### src/rtl/qu_common.sv
// Shared types for the Qu retire path: uop classes,
// memory-queue entries and per-channel retire slots.
package qu_common;

    localparam int NUM_RETIRE_CH     = 2;
    localparam int PHY_RF_ADDR_WIDTH = 6;
    localparam int ROB_ADDR_WIDTH    = 5;

    typedef logic [31:0]                  phy_rf_data_t;
    typedef logic [31:0]                  pc_t;
    typedef logic [ROB_ADDR_WIDTH-1:0]    rob_addr_t;
    typedef logic [PHY_RF_ADDR_WIDTH-1:0] phy_rf_addr_t;

    typedef enum logic [3:0] {
        OP_NOP = 4'd0,
        OP_ADD = 4'd1,
        OP_SUB = 4'd2,
        OP_AND = 4'd3,
        OP_OR  = 4'd4,
        OP_BEQ = 4'd5,
        OP_BNE = 4'd6,
        OP_BLT = 4'd7,
        OP_LW  = 4'd8,
        OP_SW  = 4'd9
    } op_t;

    typedef enum logic [2:0] {
        UC_NOP,
        UC_ALU,
        UC_BRANCH,
        UC_LOAD,
        UC_STORE
    } uop_class_t;

    typedef struct packed {
        op_t          op;
        phy_rf_data_t vj;
        phy_rf_data_t vk;
        phy_rf_data_t a;
        phy_rf_addr_t dest;
        rob_addr_t    rob_addr;
    } res_st_cell_t;

    typedef struct packed {
        uop_class_t   cls;
        logic [31:0]  addr;
        logic [31:0]  data;
        phy_rf_addr_t dest;
        rob_addr_t    rob_addr;
    } mem_q_entry_t;

    typedef struct packed {
        logic         wr;
        logic         ret;
        phy_rf_addr_t dest;
        phy_rf_data_t data;
        rob_addr_t    rob;
        logic         mp;
        pc_t          tgt;
    } ret_slot_t;

    function automatic uop_class_t uop_class(op_t op);
        uop_class_t c;
        case (op)
            OP_ADD, OP_SUB, OP_AND, OP_OR: c = UC_ALU;
            OP_BEQ, OP_BNE, OP_BLT:        c = UC_BRANCH;
            OP_LW:                         c = UC_LOAD;
            OP_SW:                         c = UC_STORE;
            default:                       c = UC_NOP;
        endcase
        return c;
    endfunction

endpackage

### src/rtl/mem_op_queue.sv
// Memory-op FIFO: up to NUM_CH in-order pushes per cycle,
// one pop, head and occupancy exposed to the issue FSM.
module mem_op_queue
    import qu_common::*;
#(
    parameter  int NUM_CH = NUM_RETIRE_CH,
    parameter  int DEPTH  = 4,
    localparam int AW     = $clog2(DEPTH),
    localparam int CW     = AW + 1
) (
    input  logic                      clk,
    input  logic                      rst,
    input  logic [NUM_CH-1:0]         push_en,
    input  mem_q_entry_t [NUM_CH-1:0] push_data,
    input  logic                      pop,
    output logic [CW-1:0]             count,
    output mem_q_entry_t              head
);

    mem_q_entry_t   mem [DEPTH];
    logic [AW-1:0]  wr_ptr;
    logic [AW-1:0]  rd_ptr;
    logic [AW-1:0]  wa [NUM_CH];
    logic [CW-1:0]  npush;

    // Enabled channels are packed densely, lowest channel first.
    always_comb begin
        npush = '0;
        for (int i = 0; i < NUM_CH; i++) begin
            wa[i] = wr_ptr + npush[AW-1:0];
            npush = npush + CW'(push_en[i]);
        end
    end

    always_ff @(posedge clk) begin
        for (int i = 0; i < NUM_CH; i++) begin
            if (push_en[i]) mem[wa[i]] <= push_data[i];
        end
    end

    always_ff @(posedge clk or negedge rst) begin
        if (!rst) begin
            wr_ptr <= '0;
            rd_ptr <= '0;
            count  <= '0;
        end else begin
            wr_ptr <= wr_ptr + npush[AW-1:0];
            if (pop) rd_ptr <= rd_ptr + AW'(1);
            count <= count + npush - CW'(pop);
        end
    end

    assign head = mem[rd_ptr];

endmodule

### src/rtl/retire_nway.sv
// N-channel retire/writeback stage: single-cycle ALU and
// branch retire, serialised loads/stores, branch redirect.
module retire_nway
    import qu_common::*;
#(
    parameter int NUM_CH   = NUM_RETIRE_CH,
    parameter int MQ_DEPTH = 4
) (
    input  logic                                      clk,
    input  logic                                      rst,
    input  logic [NUM_CH-1:0]                         op_valid_in,
    input  res_st_cell_t [NUM_CH-1:0]                 op_in,
    input  phy_rf_data_t [NUM_CH-1:0]                 value_in,
    input  logic [NUM_CH-1:0]                         comp_result_in,
    output logic                                      op_ready_out,
    output logic [NUM_CH-1:0]                         phy_rf_wr_en,
    output logic [NUM_CH-1:0][PHY_RF_ADDR_WIDTH-1:0]  phy_rf_wr_addr,
    output phy_rf_data_t [NUM_CH-1:0]                 phy_rf_wr_data,
    output logic [NUM_CH-1:0]                         busy_table_wr_en,
    output logic [NUM_CH-1:0][PHY_RF_ADDR_WIDTH-1:0]  busy_table_wr_addr,
    output logic [NUM_CH-1:0]                         busy_table_wr_data,
    output logic [NUM_CH-1:0]                         retire_en,
    output rob_addr_t [NUM_CH-1:0]                    retire_rob_addr,
    output phy_rf_data_t [NUM_CH-1:0]                 retire_value,
    output logic                                      mispredicted_branch,
    output pc_t                                       pc_to_jump,
    output logic                                      dmem_wr_en_out,
    output logic                                      dmem_rd_en_out,
    output logic [31:0]                               dmem_addr_out,
    output logic [31:0]                               dmem_data_out,
    input  logic                                      dmem_valid_in,
    input  logic [31:0]                               dmem_data_in
);

    localparam int CW = $clog2(MQ_DEPTH) + 1;

    typedef enum logic [1:0] {
        S_IDLE,
        S_REQ,
        S_WAIT
    } mstate_t;

    mstate_t                   state;
    mstate_t                   state_nx;
    uop_class_t                cls [NUM_CH];
    logic [NUM_CH-1:0]         live;
    logic [NUM_CH-1:0]         push_en;
    mem_q_entry_t [NUM_CH-1:0] push_data;
    ret_slot_t                 nxt [NUM_CH];
    ret_slot_t                 slot_q [NUM_CH];
    ret_slot_t                 skid_q;
    ret_slot_t                 mem_ret;
    logic                      skid_v;
    logic                      ready_q;
    logic                      mem_done;
    logic [CW-1:0]             count;
    logic [CW:0]               free;
    mem_q_entry_t              head;
    logic                      unused_vk;

    // A pop this cycle frees a slot for the incoming bundle.
    assign free = (CW+1)'(MQ_DEPTH) - (CW+1)'(count)
                + (CW+1)'(mem_done);
    assign op_ready_out = ready_q && !skid_v
                       && free >= (CW+1)'(NUM_CH);

    always_comb begin : accept
        logic found;
        found     = 1'b0;
        unused_vk = 1'b0;
        for (int i = 0; i < NUM_CH; i++) begin
            cls[i]       = uop_class(op_in[i].op);
            unused_vk    = unused_vk ^ (^op_in[i].vk);
            live[i]      = op_ready_out && op_valid_in[i]
                        && cls[i] != UC_NOP && !found;
            nxt[i]       = '0;
            push_en[i]   = 1'b0;
            push_data[i] = '{
                cls:      cls[i],
                addr:     op_in[i].vj + op_in[i].a,
                data:     value_in[i],
                dest:     op_in[i].dest,
                rob_addr: op_in[i].rob_addr
            };
            if (live[i]) begin
                unique case (1'b1)
                    cls[i] == UC_ALU: begin
                        nxt[i].wr   = 1'b1;
                        nxt[i].ret  = 1'b1;
                        nxt[i].dest = op_in[i].dest;
                        nxt[i].data = value_in[i];
                        nxt[i].rob  = op_in[i].rob_addr;
                    end
                    cls[i] == UC_BRANCH: begin
                        nxt[i].ret = 1'b1;
                        nxt[i].rob = op_in[i].rob_addr;
                        nxt[i].mp  = comp_result_in[i];
                        nxt[i].tgt = op_in[i].a;
                        found      = comp_result_in[i];
                    end
                    default: push_en[i] = 1'b1;
                endcase
            end
        end
    end

    mem_op_queue #(
        .NUM_CH (NUM_CH),
        .DEPTH  (MQ_DEPTH)
    ) u_mq (
        .clk       (clk),
        .rst       (rst),
        .push_en   (push_en),
        .push_data (push_data),
        .pop       (mem_done),
        .count     (count),
        .head      (head)
    );

    always_comb begin
        state_nx       = state;
        mem_done       = 1'b0;
        dmem_rd_en_out = 1'b0;
        dmem_wr_en_out = 1'b0;
        dmem_addr_out  = '0;
        dmem_data_out  = '0;
        unique case (state)
            S_IDLE: if (count != '0) state_nx = S_REQ;
            S_REQ: begin
                dmem_rd_en_out = head.cls == UC_LOAD;
                dmem_wr_en_out = head.cls == UC_STORE;
                dmem_addr_out  = head.addr;
                dmem_data_out  = head.data;
                state_nx       = S_WAIT;
            end
            S_WAIT: begin
                if (dmem_valid_in) begin
                    mem_done = 1'b1;
                    state_nx = S_IDLE;
                end
            end
            default: state_nx = S_IDLE;
        endcase
    end

    always_comb begin
        mem_ret      = '0;
        mem_ret.ret  = 1'b1;
        mem_ret.wr   = head.cls == UC_LOAD;
        mem_ret.dest = head.dest;
        mem_ret.rob  = head.rob_addr;
        if (head.cls == UC_LOAD) mem_ret.data = dmem_data_in;
    end

    // Memory retire owns channel 0; a colliding result waits in skid.
    always_ff @(posedge clk or negedge rst) begin
        if (!rst) begin
            state   <= S_IDLE;
            ready_q <= 1'b0;
            skid_v  <= 1'b0;
            skid_q  <= '0;
            for (int i = 0; i < NUM_CH; i++) slot_q[i] <= '0;
        end else begin
            state   <= state_nx;
            ready_q <= 1'b1;
            for (int i = 1; i < NUM_CH; i++) slot_q[i] <= nxt[i];
            if (mem_done) begin
                slot_q[0] <= mem_ret;
                if (nxt[0].ret) begin
                    skid_q <= nxt[0];
                    skid_v <= 1'b1;
                end
            end else if (skid_v) begin
                slot_q[0] <= skid_q;
                skid_v    <= 1'b0;
            end else begin
                slot_q[0] <= nxt[0];
            end
        end
    end

    always_comb begin
        mispredicted_branch = 1'b0;
        pc_to_jump          = '0;
        busy_table_wr_data  = '0;
        for (int i = NUM_CH - 1; i >= 0; i--) begin
            phy_rf_wr_en[i]       = slot_q[i].wr;
            phy_rf_wr_addr[i]     = slot_q[i].dest;
            phy_rf_wr_data[i]     = slot_q[i].data;
            busy_table_wr_en[i]   = slot_q[i].wr;
            busy_table_wr_addr[i] = slot_q[i].dest;
            retire_en[i]          = slot_q[i].ret;
            retire_rob_addr[i]    = slot_q[i].rob;
            retire_value[i]       = slot_q[i].data;
            if (slot_q[i].mp) begin
                mispredicted_branch = 1'b1;
                pc_to_jump          = slot_q[i].tgt;
            end
        end
    end

endmodule
### config.mk
export PLATFORM = sky130hd
export DESIGN_NAME = retire_nway
export DESIGN_NICKNAME = d
export VERILOG_FILES = /design/src/rtl/qu_common.sv /design/src/rtl/mem_op_queue.sv /design/src/rtl/retire_nway.sv
export SDC_FILE = /design/constraint.sdc
export NUM_CORES = 1
export LEC_CHECK = 0
export BUFFER_PORTS_ARGS = -buffer_cell sky130_fd_sc_hd__buf_2
export CAP_MARGIN = 20
export CORE_MARGIN = 2
export CORE_UTILIZATION = 40
export CTS_CLUSTER_DIAMETER = 80
export CTS_CLUSTER_SIZE = 24
export DETAILED_ROUTE_END_ITERATION = 10
export SYNTH_ARGS = -nofsm -noshare
export SYNTH_HDL_FRONTEND = slang
export SYNTH_SLANG_ARGS = --single-unit
### constraint.sdc
create_clock -name clk -period 13.6 [get_ports clk]
set_input_delay 1.36 -clock clk [delete_from_list [all_inputs] [get_ports clk]]
set_output_delay 1.36 -clock clk [all_outputs]
set_load 0.05 [all_outputs]
# Word level (Yosys, flattened, before mapping)
# Memories as Yosys holds them, arrays and structs flattened.
# Index checks and enable logic that the tools add are counted.
dict set report word_totals {
  reg_bits 245
  ramBits 312
  romBits 96
  in_bits 325
  out_inout_bits 270
  elab_cells 109
  memories 3
}
# name words width rd rd_ports_with_merged_regs wr line_no
set mem_list {}
lappend mem_list {u_mq.mem 4 78 1 0 2 mem_op_queue.sv:20} ;# mem_q_entry_t mem [DEPTH];
lappend mem_list {{(no name shown)} 16 3 1 0 0 qu_common.sv:64} ;# case (op)
lappend mem_list {{(no name shown)} 16 3 1 0 0 qu_common.sv:64}
dict set report classes {
  add_sub_neg 10
  n_lt_le_gt_ge 1
  eq_ne 11
  muxes 40
  reduce_logical 17
}
# op n
set ops {}
lappend ops {{78-bit 2-to-1 mux} 4}
lappend ops {{32-bit 2-to-1 mux} 5}
lappend ops {{38-bit 2-to-1 mux} 2}
lappend ops {{33-bit 2-to-1 mux} 2}
lappend ops {{32-bit adder} 2}
lappend ops {{1-bit 2-to-1 mux} 22}
lappend ops {{5-bit 2-to-1 mux} 2}
lappend ops {{3-bit by 2-bit equality test with 1-bit output (second input constant)} 3}
lappend ops {{3-bit nonzero test} 3}
lappend ops {{1-bit logical AND} 7}
lappend ops {{3-bit by 1-bit equality test with 1-bit output (second input constant)} 2}
lappend ops {{2-bit inequality test (second input constant)} 3}
lappend ops {{2-bit case mux with 3 select lines} 1}
lappend ops {{4-bit by 1-bit adder with 4-bit output} 1}
lappend ops {{4-bit by 2-bit >= comparator with 1-bit output (second input constant)} 1}
lappend ops {{2-bit 2-to-1 mux} 2}
lappend ops {{2-bit AND reduction} 2}
lappend ops {{2-bit OR reduction} 2}
lappend ops {{3-bit by 3-bit subtractor with 4-bit output (first input constant)} 1}
lappend ops {{3-bit adder} 1}
lappend ops {{3-bit equality test (second input constant)} 1}
lappend ops {{3-bit by 1-bit subtractor with 3-bit output} 1}
lappend ops {{1-bit by 1-bit adder with 2-bit output} 1}
lappend ops {{2-bit by 1-bit adder with 2-bit output} 1}
lappend ops {{other kinds (6)} 7}

# Depth between registers and ports, before layout
dict set report depth {
  word_depth 14
  ltp_mapped 20
  mapped_depth_nobuf 16
}

# By module
# From an unflattened synthesis, not the netlist that was laid out.
dict set report hier_totals {
  hier_cells 2386
  area_unflattened_um2 29706.0
}
# module n_inst cells_per_inst area_each_um2 seq_area_each_um2
set by_module_without_submodules {}
lappend by_module_without_submodules {mem_op_queue 1 794 15387.3 9544.2}
lappend by_module_without_submodules {retire_nway 1 1592 14318.7 5955.7}

# Least setup slack after synthesis
# OpenSTA, ideal clock, no wires.
dict set report synth_timing {
  kind {in2reg}
  from {in dmem_valid_in}
  to {mem u_mq.mem[0][0] (netlist name), enable pin}
  setup_time_ns 0.622
  arrival_ns 9.634
  required_ns 12.978
  setup_slack_ns 3.344
  cell_stages 13
  path_buffers 2
  path_cell_list {inv_1 or2_2 clkbuf_1 clkbuf_1 ha_1 inv_1 ha_1 or2_2 a21oi_1 nor2_1 o211ai_2 or3_1 o21ai_0}
}
# element line_no
set synth_rtl {}
lappend synth_rtl {{from (decl)} retire_nway.sv:31} ;# input logic dmem_valid_in,
lappend synth_rtl {{to (decl)} mem_op_queue.sv:20}

==> impl_metrics.toml <==
[detailed_routing]
routedWlPerCell_um = 22.0
antenna_left = 0
drtIter0Drc = 1802
routed_wl_mm = 93.2
vias = 22695
route.detailed.drc = 0
viasPerCell = 5.35
dr.pass1.iters = 5

[layout]
area_growth_pct = 11.7
nets = 3646
stdcell_area_sq_mm = 0.0336
drive_gt1_share_pct = 23.4

[synthesis]
synth_seq_cells = 557
avgSynthCellArea_sq_um = 10.0
synth_area_leader_cell = "edfxtp_1"
ys_async_sr_fraction_pct = 44.0
synth_top_area_share_pct = 31.2
synth-seq-area-share_pct = 51.6
synthCells = 2991
synth-edff-count = 312
syn_area_sq_mm = 0.0300
synth_cell_types = 72
synth_top_flop_cell = "edfxtp_1"
synth_area_leaders = "edfxtp_1 (31%), dfrtp_1 (20%), nand2_1 (11%)"
ys.warnings.count = 0

[clock_tree]
cts_setup_buffers = 0
cts_made_buffers = 36
cts_tree = "built"
cts_resized = 0
cts_buffer_depth = 3
path_clk_slew_ns = 0.08
clock-sinks = 557
cts-root-buf = "clkbuf_16"
hold_buffers = 0
h-tree-depth = 2
clock_latency_ns = 0.58

[placement]
place_congestion = 0.885
dpl_cell_area_sq_mm = 0.0323
hpwl_mm = 62.4
port_buffers = 528

[sta]
finalCritPeriodShare_pct = 48.8
skew_ns = 0.0312
setup_tns_ns = 0
max-slew-margin-rel_pct = 26.7
drv_slew = 0
fmax_mhz = 151
hold_violations = 0
rsz0062_at_grt = "false"
tightest_slew_ns = 1.10
min_period_ns = 6.63
setup_viol = 0

[setup_path]
crit_required_ns = 13.79
r2r_start = "state[0]"
crit_type = "primary input to register"
startpoint_type = "primary input"
worstPathArrival_ns = 6.83
end_kind = "register"
rrSetupSlack_ns = 7.35
reg2reg_depth = 15
rr_endpoint = "u_mq.mem[1][46]"
worstPathMaxFanout = 58

[status]
status = "finished, final reports clean"

[floorplanning]
coreArea_sq_mm = 0.0744
die_w_um = 278
start_util_pct = 40.4
io_pins = 595
row_count = 100
die_area_sq_mm = 0.0773
dieHeight_um = 278

[global_route]
antenna_found_initial = 5
overflow = 0
grt_use_total_pct = 23.7
grt_pass1_wl_mm = 139
grt_pass1_vias = 22391
grt_start_max_net_pins = 88

[hold_path]
hold-path-endpoint = "state[0]"
holdPathStages = 1
hold_start = "state[1]"
hp-class = "register to register"

[power]
powerDensity_mw_per_mm2 = 159
ir_worst_vdd_mv = 0.0898
p_leak_nw = 15.1

[job]
maxCapViolations = 0
[worst max-delay path by stage]
stage / startpoint / slack, ns / end
global placement: dmem_valid_in / 6.41 / u_mq.mem[1][28]
CTS: dmem_valid_in / 6.92 / u_mq.mem[1][55]
finish: dmem_valid_in / 6.97 / u_mq.mem[1][46]
detailed placement: dmem_valid_in / 6.32 / u_mq.mem[1][47]
global route: dmem_valid_in / 6.67 / u_mq.mem[1][54]
floorplan: dmem_valid_in / 3.34 / u_mq.mem[0][0]
[cell families after synthesis]
kind of cell               count (synthesis)  share of synthesized area, %
DFF                                      557                          51.6
other                                      2                        0.0250
AOI/OAI and AO/OA                        509                          10.2
adders and majority gates                 77                          3.28
buffers and inverters                    383                          7.15
xor gates and xnor gates                  57                          1.66
muxes                                    132                          7.74
and+or+nand+nor                         1274                          18.3
[synthesized netlist by cell type (all sizes together), types with 7 or more instances]
| cell type | number |
|---|---|
| dfrtp | 245 |
| nor2b | 70 |
| inv | 35 |
| o211ai | 15 |
| o21bai | 7 |
| a22o | 32 |
| mux4 | 78 |
| nand3 | 27 |
| a31oi | 44 |
| ha | 74 |
| edfxtp | 312 |
| xor2 | 23 |
| o22ai | 8 |
| buf | 223 |
| a211oi | 17 |
| o21a | 10 |
| mux2 | 23 |
| o21ai | 175 |
| clkbuf | 125 |
| nand4 | 9 |
| mux2i | 31 |
| nand2 | 901 |
| or3 | 7 |
| a21oi | 138 |
| xnor2 | 34 |
| nor3 | 28 |
| and3 | 11 |
| a21o | 24 |
| nand2b | 16 |
| a221oi | 12 |
| nor2 | 101 |
| and2 | 76 |
[registers in the layout (all words and copies together), names as in the netlist, 3 cells and up]
name / flops
u_mq.mem: 312
skid_q: 78
slot_q: 66
phy_rf_wr_data: 64
busy_table_wr_addr: 12
retire_rob_addr: 10
u_mq.count: 3
[power breakdown]
| part | switching (mW) | total (mW) | internal [mW] |
|---|---|---|---|
| clock | 0.643 | 1.23 | 0.590 |
| sequential | 0.125 | 2.12 | 1.99 |
| combinational | 1.36 | 1.98 | 0.622 |
| total | 2.13 | 5.33 | 3.21 |
[cells in the final DEF, fill, tap and decap left out, drive strengths merged, types with 4 or more instances in the layout]
cell type and count:
a211oi 17, a21o 24, a21oi 138, a221oi 12, a22o 32, a31oi 44, and2 76, and3 11
and4 5, buf 562, clkbuf 39, clkinv 6, dfrtp 245, edfxtp 312, ha 74, inv 48
mux2 23, mux2i 31, mux4 78, nand2 901, nand2b 16, nand3 27, nand4 9, nor2 101
nor2b 70, nor3 28, nor4b 4, o211ai 15, o21a 10, o21ai 175, o21bai 7, o22ai 8
o41ai 4, or2 6, or3 7, xnor2 34, xor2 23
[worst max-delay path: stages]
cell      delay (ns)
buf_2           0.10
inv_1           0.04
or2_4           0.55
ha_1            0.29
inv_1           0.05
ha_1            0.18
or2_2           0.27
a21oi_1         0.32
nor2_1          0.14
o211ai_2        0.20
nor2_1          0.17
ha_1            0.25
xnor2_1         0.65
nand3_4         0.58
o21ai_4         0.59
buf_4           0.93
[layout make-up]
class,instances,area [sq um]
inverters,35,131
flip-flops and latches,557,15500
multi-input cells,2052,12500
repair buffers,562,2910
well taps,969,1210
diodes,3,7.51
clock inverters,25,299
clock buffers,39,943
fillers,7009,40900
[metrics by stage]
step / utilization, % / worst slack [ns] / std cells / hold WS, ns / power [mW]
4_1_cts: 45.1 / 6.92 / 4239 / 0.472 / 5.39
3_5_place_dp: 43.4 / 6.32 / 4175 / 0.453 / 4.16
6_report: 45.1 / 6.97 / 4242 / 0.474 / 5.33
5_1_grt: 45.1 / 6.67 / 4242 / 0.491 / 5.58
2_1_floorplan: - / 3.34 / 2992 / 0.423 / 3.64
3_3_place_gp: 43.4 / 6.41 / 4175 / 0.449 / 4.15
[routing by layer]
metal / routed length (um) / global-route usage (%) / share of wire, %
met1: 38900 / 30.7 / 42
met2: 46600 / 41.8 / 50
met3: 5570 / 3.31 / 6.0
met4: 2120 / 6.17 / 2.3
met5: 17 / 0 / 0.018
No activity file was read; power rests on OpenSTA's default activity.
